## config.mk

```make
export PLATFORM = sky130hd
export DESIGN_NAME = div_unit
export DESIGN_NICKNAME = d
export VERILOG_FILES = /design/src/rtl/div_unit_pkg.sv /design/src/rtl/div_unit_step.sv /design/src/rtl/div_unit.sv
export SDC_FILE = /design/constraint.sdc
export NUM_CORES = 1
export LEC_CHECK = 0
export CORE_UTILIZATION = 50
export DETAILED_ROUTE_END_ITERATION = 6
export HOLD_SLACK_MARGIN = 0.03
export MAX_ROUTING_LAYER = met4
export PLACE_DENSITY = 0.75
export SLEW_MARGIN = 15
export SYNTH_ARGS = -nofsm -noshare
export SYNTH_HDL_FRONTEND = slang
export SYNTH_SLANG_ARGS = --single-unit
export TNS_END_PERCENT = 30
```

## constraint.sdc

```tcl
create_clock -name clk -period 5.9 [get_ports clk]
set_clock_uncertainty 0.15 [all_clocks]
set_input_delay 1.475 -clock clk [delete_from_list [all_inputs] [get_ports clk]]
set_output_delay 1.475 -clock clk [all_outputs]
set_load 0.02 [all_outputs]
```

## src/rtl/div_unit_pkg.sv

```systemverilog
// Shared state encodings and handshake levels for the multi-cycle divider.
package div_unit_pkg;

   typedef enum logic [1:0] {
      DivFree   = 2'b00,
      DivByZero = 2'b01,
      DivOn     = 2'b10,
      DivEnd    = 2'b11
   } div_state_t;

   localparam logic DivResultReady    = 1'b1;
   localparam logic DivResultNotReady = 1'b0;
   localparam logic DivStart          = 1'b1;
   localparam logic DivStop           = 1'b0;

endpackage

```

## src/rtl/div_unit_step.sv

```systemverilog
// One restoring-division iteration, purely combinational.
module div_step #(
   parameter int DATA_W = 32
) (
   input  logic [DATA_W-1:0] part_rem,
   input  logic              next_bit,
   input  logic [DATA_W-1:0] divisor,
   output logic [DATA_W-1:0] rem_next,
   output logic              q_bit
);

   logic              neg;
   logic [DATA_W-1:0] trial;

   // part_rem < divisor always holds, so the DATA_W+1-bit difference lies in
   // [-divisor, divisor) and its top bit is the borrow.
   assign {neg, trial} = {part_rem, next_bit} - {1'b0, divisor};

   assign q_bit    = ~neg;
   assign rem_next = neg ? {part_rem[DATA_W-2:0], next_bit} : trial;

endmodule

```

## src/rtl/div_unit.sv

```systemverilog
// Signed/unsigned restoring divider, one bit per cycle, result {remainder, quotient}.
// Optional DIV_EARLY_OUT_EN: finish in two cycles when |dividend| < |divisor|.
module div_unit
   import div_unit_pkg::*;
#(
   parameter int DATA_W = 32,
   parameter int CNT_W  = $clog2(DATA_W) + 1
) (
   input  logic                clk,
   input  logic                rst,
   input  logic                start_i,
   input  logic                annul_i,
   input  logic                signed_div_i,
   input  logic [DATA_W-1:0]   opdata1_i,
   input  logic [DATA_W-1:0]   opdata2_i,
   output logic [2*DATA_W-1:0] result_o,
   output logic                ready_o
);

   localparam logic [CNT_W-1:0] CntDone = CNT_W'(DATA_W);

   div_state_t        state, state_nxt;
   logic [CNT_W-1:0]  cnt;
   logic [DATA_W-1:0] rem, dq, divisor_mag;
   logic              sgn_a, sgn_b;
   logic [DATA_W-1:0] mag_a, mag_b, step_rem, quo_fix, rem_fix;
   logic              step_q, accept, early_out;

   assign mag_a  = (signed_div_i && opdata1_i[DATA_W-1]) ? -opdata1_i : opdata1_i;
   assign mag_b  = (signed_div_i && opdata2_i[DATA_W-1]) ? -opdata2_i : opdata2_i;
   assign accept = (start_i == DivStart) && !annul_i;

`ifdef DIV_EARLY_OUT_EN
   assign early_out = (mag_a < mag_b);
`else
   assign early_out = 1'b0;
`endif

   // dq starts as the dividend; its MSB feeds each step and quotient bits shift in.
   div_step #(.DATA_W(DATA_W)) u_step (
      .part_rem (rem),
      .next_bit (dq[DATA_W-1]),
      .divisor  (divisor_mag),
      .rem_next (step_rem),
      .q_bit    (step_q)
   );

   assign quo_fix = (sgn_a ^ sgn_b) ? -dq : dq;
   assign rem_fix = sgn_a ? -rem : rem;

   always_comb begin
      state_nxt = state;
      case (state)
         DivFree:   if (accept) state_nxt = (opdata2_i == '0) ? DivByZero : DivOn;
         DivByZero: state_nxt = DivEnd;
         DivOn: begin
            if (annul_i)             state_nxt = DivFree;
            else if (cnt == CntDone) state_nxt = DivEnd;
         end
         DivEnd:    if (start_i == DivStop) state_nxt = DivFree;
         default:   state_nxt = DivFree;
      endcase
   end

   always_ff @(posedge clk) begin
      if (!rst) begin
         state       <= DivFree;
         cnt         <= '0;
         rem         <= '0;
         dq          <= '0;
         divisor_mag <= '0;
         sgn_a       <= 1'b0;
         sgn_b       <= 1'b0;
         result_o    <= '0;
         ready_o     <= DivResultNotReady;
      end else begin
         state <= state_nxt;
         case (state)
            DivFree: begin
               if (accept && opdata2_i != '0) begin
                  sgn_a       <= signed_div_i & opdata1_i[DATA_W-1];
                  sgn_b       <= signed_div_i & opdata2_i[DATA_W-1];
                  divisor_mag <= mag_b;
                  // Early-out reuses the sign-fix cycle with the count already done.
                  if (early_out) begin
                     cnt <= CntDone;
                     rem <= mag_a;
                     dq  <= '0;
                  end else begin
                     cnt <= '0;
                     rem <= '0;
                     dq  <= mag_a;
                  end
               end
            end
            DivByZero: begin
               result_o <= '0;
               ready_o  <= DivResultReady;
            end
            DivOn: begin
               if (!annul_i) begin
                  if (cnt != CntDone) begin
                     rem <= step_rem;
                     dq  <= {dq[DATA_W-2:0], step_q};
                     cnt <= cnt + 1'b1;
                  end else begin
                     result_o <= {rem_fix, quo_fix};
                     ready_o  <= DivResultReady;
                  end
               end
            end
            DivEnd: begin
               if (start_i == DivStop) begin
                  result_o <= '0;
                  ready_o  <= DivResultNotReady;
               end
            end
            default: ;
         endcase
      end
   end

endmodule

```

==> summary.md <==
| Metric | Value |
|---|---|
| Measured slew at the worst slew-check pin | 1061 ps |
| Pin count of the biggest net entering global routing | 77 |
| Post-synthesis cell type with the largest combined area | sky130_fd_sc_hd__dfxtp_1 |
| Number of enable-type register cells in the synthesized netlist | 0 |
| Total track usage | 27.27% |
| Top fanout value on the critical path | 27 |
| Detailed Route Iter0 Violations | 724 |
| Maximum buffer depth of the clock tree | 2 |
| Area added between synthesis and finish | 18.78% |
| Number of distinct library cell variants in the gate-level netlist after synthesis | 69 |
| Data required, critical path | 6080 ps |
| Mean post-synth cell area | 7.842 µm² |
| Share of cells above drive strength 1 | 4.237% |
| Nets | 1,583 |
| HPWL after DPL | 21,870 µm |
| I/O pin total | 134 |
| Flip-flop and latch count after synthesis | 171 |
| Area enclosed by the die boundary | 22,430 µm² |
| Cell area after placement | 12,380 µm² |
| # rows | 53 |
| Number of clock buffers inserted by TritonCTS | 17 |
| Floorplan die width | 149.8 µm |
| Unrepaired setup endpoints after global routing | no |
| Antenna violations before repair | 0 |
| First-pass GRT wire length | 47,290 µm |
| Starting Density | 51.44% |
| Finished Cell Area | 12,960 µm² |
| Max Fclk | 0.2214 GHz |
| Slew Viols, Final | 0 |
| Run status | finished, final reports clean |
| Worst-case vdd ir drop | 0.1317 mV |
| Aggregate routed wire length | 28,980 µm |
| Max-Cap Viols | 0 |
| DR WL/cell | 16.45 µm |
| Count of final hold-check violations | 0 |
| Class of the tightest hold or removal check | register to register |
| Placer's final routability congestion estimate | 0.9089 |
| Detailed-routing iteration count for the pre-antenna-repair pass | 5 |
| Clock tree root buffer cell | sky130_fd_sc_hd__clkbuf_16 |
| Data arrival time of the worst path | 4700 ps |
| Fraction of the yosys area taken by sequential cells | 31.36% |
| Most area-consuming cells after synthesis | sky130_fd_sc_hd__dfxtp_1 31%, sky130_fd_sc_hd__nand2_1 6.0%, sky130_fd_sc_hd__xnor2_1 6.0% |
| Worst slew margin | 29.30% |
| Dominant register cell in the synthesized netlist | sky130_fd_sc_hd__dfxtp_1 |
| Clock latency on the worst-skew pair | 430 ps |
| Post-CTS setup buffer count | 0 |
| Per-cell via count in the routed design | 5.746 |
| Leakage power figure | 5.008 nW |
| Ratio of total power to cell area | 221.0 nW/µm² |
| Number of buffers inserted for hold repair after clock tree synthesis | 0 |
| Leading cell type in the layout, fill and taps excluded | sky130_fd_sc_hd__nand2_1 |
| Number of vias in the routed layout | 10,125 |
| CTS tree | done |
| Post-synthesis cell count | 1,392 |
| Crit path launch type | input port |
| Number of input and output port buffers inserted | 133 |
| Diode insertion count for antenna repair | 0 |
| Number of warnings reported in the yosys synthesis log | 0 |
| Final-report setup violation count | 0 |
| Number of H-tree levels | 4 |
| Post-synth top area share | 31.36% |
| Crit path capture type | register |
| Clock Pin Slew Worst Setup and Hold Paths | 70 ps |
| CTS-repair resized insts | 0 |
| Minimum clock period | 4518 ps |
| Summed negative setup slack over all endpoints | 0 ps |
| Total global routing overflow | 0 |
| Synthesized cell area | 10,920 µm² |
| CP Class | input port to register |
| Async set-reset flop share out of synthesis | 0% |
| Ratio of final minimum period to clock period | 76.57% |
| Most frequent cells in the layout | 175 x sky130_fd_sc_hd__nand2_1, 171 x sky130_fd_sc_hd__dfxtp_1, 132 x sky130_fd_sc_hd__clkdlybuf4s50_1 |
| Via count of the first global-routing pass | 9,232 |
| Count of unresolved DRC violations after routing | 0 |
| Post-synthesis net count | 1,500 |
| Core Area | 21,220 µm² |
| Vertical die dimension | 149.8 µm |
| Number of clock sinks | 171 |
| Antenna Violating Nets Remaining | 0 |
-- final cells by class --
type                       instances  area [µm²]
multi-input combinational       1086        6985
sequential                       171        3423
tap                              275       344.1
fill                            1972        8255
inverter                          53       198.9
timing repair buffer             146        1426
clock buffer                      21       470.5
clock inverter                    10       116.4
-- power breakdown --
group / leakage, nW / switching [mW] / internal (mW)
Sequential: 1.39 / 0.0374 / 1.19
Clock: 0.285 / 0.470 / 0.655
Combinational: 3.34 / 0.296 / 0.220
-- per-layer routing --
layer / vias to the layer above / track usage [%] / share of wire, %
li1: 5098 / - / -
met1: 4715 / 38.98 / 50
met2: 289 / 40.53 / 43
met3: 23 / 3.445 / 5.9
met4: 0 / 6.566 / 1.0
met5: - / - / 0
-- through the flow --
stage               utilization, %  setup slack, ps  hold WS [ps]  total power, mW  std cells
floorplan                        -             1980         291.0            1.596       1392
global placement             58.32             1048         285.9            1.750       1731
detailed placement           58.32            986.0         293.5            1.757       1731
CTS                          61.08             1437         304.8            2.870       1762
global route                 61.10             1230         338.2            2.980       1762
finish                       61.10             1382         298.2            2.866       1762
-- logic make-up (layout without fill, tap and decap cells) --
family | Yosys count | after routing | synth area share [%]
AO/OA/AOI/OAI | 420 | 420 | 24.37
XOR/XNOR | 147 | 147 | 11.80
adder cells (fa/ha/maj) | 39 | 39 | 4.539
buffers and inverters | 135 | 230 | 4.872
flip-flops | 171 | 171 | 31.36
multiplexers | 26 | 26 | 2.384
AND/OR/NAND/NOR | 454 | 454 | 20.68
-- final timing paths --
path / from / end / slack [ps] / cells past startpoint
worst max register to register: dq[31] / rem[31] / 2200 / 14
worst min register to register: result_o[57] / result_o[57] / 300 / 2
worst min-delay path: result_o[57] / result_o[57] / 300 / 2
worst max-delay path: opdata2_i[10] / cnt[5] / 1380 / 10
-- registers in the layout (all words and copies together), names as in the netlist --
| register | count |
|---|---|
| sgn_b | 1 |
| rem | 32 |
| cnt | 6 |
| divisor_mag | 32 |
| state | 2 |
| sgn_a | 1 |
| result_o | 64 |
| ready_o | 1 |
| dq | 32 |
-- critical path, stage by stage --
cell,delay [ps]
sky130_fd_sc_hd__clkdlybuf4s50_1,490
sky130_fd_sc_hd__or4_1,600
sky130_fd_sc_hd__nor4_2,230
sky130_fd_sc_hd__nand3_1,240
sky130_fd_sc_hd__o31a_2,420
sky130_fd_sc_hd__or2_1,560
sky130_fd_sc_hd__and3_4,370
sky130_fd_sc_hd__nand4_2,90
sky130_fd_sc_hd__xor2_1,160
sky130_fd_sc_hd__nor2_1,50
-- Yosys cell counts (all sizes together) (4+ instances only) --
cell type	count
a21o	8
or3	15
o41ai	15
inv	53
nor2	71
and2	17
o21ai	145
a31oi	10
a2bb2oi	5
a21oi	91
o211ai	23
nand3	36
clkbuf	67
nor2b	49
dfxtp	171
nor4	12
o211a	26
mux2i	26
nand2b	17
a22oi	29
o31ai	24
buf	15
ha	38
a21boi	19
and3	7
nor3	25
xor2	72
nand2	175
nand4	4
o21a	5
or4	10
xnor2	75
(Power assumes the default switching activity.)
